## src/rtl/cv32e40p_fpu_share_arb.sv

```systemverilog
// Round-robin issue arbiter sharing one FPU between NB_REQ requesters.
// An in-order tag FIFO routes each FPU result back to the requester that issued it.
module cv32e40p_fpu_share_arb #(
    parameter int unsigned NB_REQ = 2,
    parameter int unsigned PLD_W  = 110,
    parameter int unsigned DEPTH  = 4
) (
    input  logic                    clk_i,
    input  logic                    rst_i,
    input  logic [NB_REQ-1:0]       req_i,
    input  logic [NB_REQ*PLD_W-1:0] pld_i,
    output logic [NB_REQ-1:0]       gnt_o,
    output logic [NB_REQ-1:0]       rvalid_o,
    output logic [31:0]             result_o,
    output logic [4:0]              flags_o,
    output logic                    fpu_req_o,
    output logic [PLD_W-1:0]        fpu_pld_o,
    input  logic                    fpu_gnt_i,
    input  logic                    fpu_rvalid_i,
    input  logic [31:0]             fpu_result_i,
    input  logic [4:0]              fpu_flags_i,
    output logic                    busy_o,
    output logic                    err_o
);

    localparam int unsigned ID_W  = (NB_REQ > 1) ? $clog2(NB_REQ) : 1;
    localparam int unsigned PTR_W = (DEPTH > 1) ? $clog2(DEPTH) : 1;
    localparam int unsigned CNT_W = $clog2(DEPTH + 1);

    logic [ID_W-1:0]  rr_ptr_q, rr_ptr_d;
    logic [CNT_W-1:0] cnt_q;
    logic [PTR_W-1:0] wr_ptr_q, rd_ptr_q, wr_ptr_d, rd_ptr_d;
    logic             err_q;
    logic [ID_W-1:0]  tag_mem_q [DEPTH];

    logic [ID_W-1:0]  win;
    logic [ID_W-1:0]  head;
    logic             full, fire, pop;

    // Scan from rr_ptr upwards; first active request wins.
    always_comb begin
        int unsigned idx;
        logic        found;
        idx   = 0;
        found = 1'b0;
        win   = '0;
        for (int unsigned i = 0; i < NB_REQ; i++) begin
            idx = (32'(rr_ptr_q) + i) % NB_REQ;
            if (!found && req_i[idx]) begin
                win   = ID_W'(idx);
                found = 1'b1;
            end
        end
    end

    assign full      = (cnt_q == CNT_W'(DEPTH));
    assign fpu_req_o = (|req_i) & ~full;
    assign fire      = fpu_req_o & fpu_gnt_i;
    assign fpu_pld_o = pld_i[32'(win)*PLD_W +: PLD_W];

    assign head = tag_mem_q[rd_ptr_q];
    assign pop  = fpu_rvalid_i && (cnt_q != '0);

    always_comb begin
        gnt_o    = '0;
        rvalid_o = '0;
        for (int unsigned k = 0; k < NB_REQ; k++) begin
            gnt_o[k]    = fire && (win == ID_W'(k));
            rvalid_o[k] = pop && (head == ID_W'(k));
        end
    end

    assign rr_ptr_d = (win == ID_W'(NB_REQ - 1)) ? '0 : win + 1'b1;
    assign wr_ptr_d = (wr_ptr_q == PTR_W'(DEPTH - 1)) ? '0 : wr_ptr_q + 1'b1;
    assign rd_ptr_d = (rd_ptr_q == PTR_W'(DEPTH - 1)) ? '0 : rd_ptr_q + 1'b1;

    always_ff @(posedge clk_i) begin
        if (rst_i) begin
            rr_ptr_q <= '0;
            cnt_q    <= '0;
            wr_ptr_q <= '0;
            rd_ptr_q <= '0;
            err_q    <= 1'b0;
        end else begin
            if (fire) begin
                rr_ptr_q <= rr_ptr_d;
                wr_ptr_q <= wr_ptr_d;
            end
            if (pop) begin
                rd_ptr_q <= rd_ptr_d;
            end
            if (fire && !pop) begin
                cnt_q <= cnt_q + 1'b1;
            end else if (!fire && pop) begin
                cnt_q <= cnt_q - 1'b1;
            end
            // A result with nothing in flight means the FPU and arbiter lost sync.
            if (fpu_rvalid_i && (cnt_q == '0)) begin
                err_q <= 1'b1;
            end
        end
    end

    always_ff @(posedge clk_i) begin
        if (fire) begin
            tag_mem_q[wr_ptr_q] <= win;
        end
    end

    assign result_o = fpu_result_i;
    assign flags_o  = fpu_flags_i;
    assign busy_o   = (cnt_q != '0);
    assign err_o    = err_q;

endmodule

```

## config.mk

```make
export PLATFORM = sky130hd
export DESIGN_NAME = cv32e40p_fpu_share_arb
export DESIGN_NICKNAME = d
export VERILOG_FILES = /design/src/rtl/cv32e40p_fpu_share_arb.sv
export SDC_FILE = /design/constraint.sdc
export NUM_CORES = 1
export LEC_CHECK = 0
export CORE_AREA = 3 3 161 163
export CTS_CLUSTER_SIZE = 24
export DETAILED_ROUTE_END_ITERATION = 8
export DIE_AREA = 0 0 164 166
export GPL_ROUTABILITY_DRIVEN = 1
export GPL_TIMING_DRIVEN = 0
export RECOVER_POWER = 25
export SLEW_MARGIN = 0
export SYNTH_ARGS = -nofsm -noshare
export SYNTH_HDL_FRONTEND = slang
export SYNTH_SLANG_ARGS = --single-unit
```

## constraint.sdc

```tcl
create_clock -name clk_i -period 5.45 [get_ports clk_i]
set_clock_uncertainty 0.15 [all_clocks]
set_input_delay 0.545 -clock clk_i [delete_from_list [all_inputs] [get_ports clk_i]]
set_output_delay 0.545 -clock clk_i [all_outputs]
set_load 0.02 [all_outputs]
```

==> results by group <==
Logic synthesis
  • YS warnings: 0
  • Syn Area/Cell: 10.3 µm²
  • Cells after Synth: 227
  • Yosys reg bits: 15
  • Sequential area share after synthesis: 0.146
  • Post-synth cell types: 29
  • Post-synth design cell area: 0.00233 mm²
  • Total nets after synthesis: 497

Drt
  • 1st-iter DRT viols: 40
  • Routed wire length: 15.2 mm
  • Routed via count: 3213
  • Post-DR wirelength/cell: 16.3 µm
  • DR DRC count: 0
  • ANT nets after route: 0
  • Drt first pass iters: 4
  • Via/cell ratio: 3.44

Final layout
  • Footprint of the multi-input gates: 0.00160 mm²
  • Antenna diodes: 0
  • Register area: 340 µm²
  • Filler Cells Inserted: 2611
  • # nets final: 880
  • Final core utilization: 0.270
  • Layout cells sized above 1: 0.276
  • Final instance area: 0.00659 mm²
  • Area grow syn2layout: 183%

Timing
  • Setup_tns: 0 ns
  • RSZ-0062 raised after global routing: false
  • Final slew viol count: 0
  • Final hold vios: 0
  • Setup Viol. Count Final: 0
  • Tcrit/Tclk final: 0.697
  • Peak Freq: 0.263 GHz
  • Min cycle time layout: 3.80 ns
  • Worst Max-Slew Pin Slew: 0.801 ns
  • Worst rel slew slack: 0.461

Global routing
  • Vias in the first global route: 3452
  • Largest net degree at the start of global routing: 14
  • Initial antenna violation count: 3
  • First-pass GRT wire length: 21.5 mm
  • GR Overflow Total: 0
  • GRT Total Usage: 0.104

Clock tree
  • Max clock buf depth: 2
  • CTS H-tree depth: 1
  • CTS tree: built
  • Sink Count: 15
  • Clock-pin slew on the worst setup and hold paths: 0.05 ns
  • CTS Hold Buffers Added: 0
  • Post-CTS setup buffers: 0
  • Post-CTS resize count: 0
  • Clock Latency Late Sink: 0.24 ns
  • Number of buffers created by CTS: 3
  • CTS root buf: clkbuf_16

Place
  • Dpl hpwl: 13.9 mm
  • Post-DP Area: 0.00652 mm²
  • Port buffer count: 378
  • RePlAce Congestion: 0.842

Floorplan
  • # rows: 57
  • Initial core utilization: 0.0953
  • Die width: 164 µm
  • Core area: 0.0245 mm²
  • IO Count: 417
  • Die ar.: 0.0272 mm²
  • Die height: 166 µm

Job
  • Max cap viols: 0

Worst setup path
  • Crit path DAT: 3.11 ns
  • Critical path launch point type: input pin
  • Worst-path maximum fanout: 10
  • Setup crit end kind: primary output
  • FF-to-FF setup slack: 2.71 ns
  • Data required, critical path: 4.76 ns
  • Critical path type: in -> out

Power
  • Sw power: 0.398 mW
  • Worst IR drop on VDD: 0.110 mV
  • Sequential share of power: 0.145
  • Gate power share: 0.726
  • Switching share of power: 0.361
  • Internal power: 0.703 mW
  • Cell Pwr Density: 167 mW/mm²
  • Clk network pwr share: 0.129
  • Leakage: 2.49 nW

Worst hold path
  • Worst Hold Class: reg -> reg

Run status
  • Status: finished clean
metal layers:
metal	vias up	GRT usage	part of all wire
met5	-	0	0
met4	0	0.0114	0.0078
met3	13	0.0224	0.081
met2	197	0.212	0.57
met1	1459	0.110	0.34
li1	1544	-	-
area by class of cell:
cell class / count / share of cell area
Buffer: 51 / 0.0548
Clock buffer: 3 / 0.0114
Clock inverter: 1 / 0.000759
Inverter: 5 / 0.00285
Multi-Input combinational cell: 156 / 0.243
Sequential cell: 15 / 0.0516
Tap cell: 324 / 0.0615
Timing Repair Buffer: 378 / 0.574
through the flow:
| step | setup slack, ns | std cells | total power [mW] | hold WS (ns) |
|---|---|---|---|---|
| global placement | 1.50 | 929 | 0.977 | 0.313 |
| CTS | 1.53 | 933 | 1.13 | 0.337 |
| detailed placement | 1.54 | 929 | 0.980 | 0.319 |
| finish | 1.65 | 933 | 1.10 | 0.324 |
| global route | 1.38 | 933 | 1.17 | 0.382 |
| floorplan | 3.11 | 227 | 0.547 | 0.314 |
worst max-delay path: stages:
cell,delay (ns)
dlygate4sd3_1,0.58
a21boi_2,0.42
buf_2,0.35
buf_4,0.26
mux2_2,0.38
clkdlybuf4s50_1,0.57
cells by family (layout without fill, tap and decap cells):
group / Yosys count / in the layout / share of synthesized area
mux: 113 / 113 / 0.549
buf+inv: 56 / 438 / 0.163
simple gates: 21 / 21 / 0.0499
flops: 15 / 15 / 0.146
compound gates: 13 / 13 / 0.0434
fa+ha+maj: 7 / 7 / 0.0408
xor+xnor: 2 / 2 / 0.00751
synth_stat cells:
cell type	n	area [µm²]
mux2_2	110	1240
buf_4	43	323
dfxtp_1	11	220
buf_2	7	35.0
ha_1	6	75.1
a21oi_1	5	25.0
inv_1	5	18.8
nor2_1	5	18.8
and3_1	4	25.0
edfxtp_1	4	120
mux2i_1	2	20.0
nand3_1	2	10.0
nor2b_1	2	12.5
nor3_1	2	10.0
o21a_1	2	15.0
o31ai_2	2	25.0
or3_1	2	12.5
xor2_1	2	17.5
a211oi_2	1	12.5
a21boi_2	1	11.3
a21o_1	1	7.51
and2_1	1	6.26
and2_4	1	8.76
clkbuf_1	1	3.75
fa_1	1	20.0
mux4_2	1	22.5
nand2_1	1	3.75
o21ai_0	1	5.00
or3b_1	1	8.76
placed cells by master (no fill, tap or decap):
master	Yosys	routed
o31ai_1	0	1
dlygate4sd3_1	0	34
o21ai_0	1	1
mux2_2	110	110
o31ai_2	2	1
a211oi_2	1	1
a21oi_1	5	5
xor2_1	2	2
mux2i_1	2	2
clkbuf_16	0	3
nor2_1	5	5
fa_1	1	1
or3_1	2	2
ha_1	6	6
inv_1	5	5
or3b_1	1	1
edfxtp_1	4	4
dfxtp_1	11	11
nand3_1	2	2
clkinv_2	0	1
nand2_1	1	1
buf_4	43	43
and3_1	4	4
nor3_1	2	2
and2_1	1	1
buf_2	7	7
clkbuf_1	1	1
mux4_2	1	1
a21o_1	1	1
clkdlybuf4s50_1	0	344
nor2b_1	2	2
o21a_1	2	2
and2_0	0	1
a21boi_2	1	1
power groups by stage:
stage               clock network, mW  registers [mW]  logic, mW
floorplan                           0           0.162      0.385
global placement                    0           0.163      0.814
detailed placement                  0           0.163      0.817
CTS                             0.145           0.161      0.823
global route                    0.152           0.164      0.856
finish                          0.142           0.160      0.799
worst paths after layout:
path | startpoint | to | depth (start not counted)
setup / recovery | req_i[0] | fpu_pld_o[14] | 6
hold / removal | err_o | err_o | 2
hold reg to reg | err_o | err_o | 2
setup reg to reg | cnt_q[0] | cnt_q[2] | 9
(Power assumes the default switching activity.)
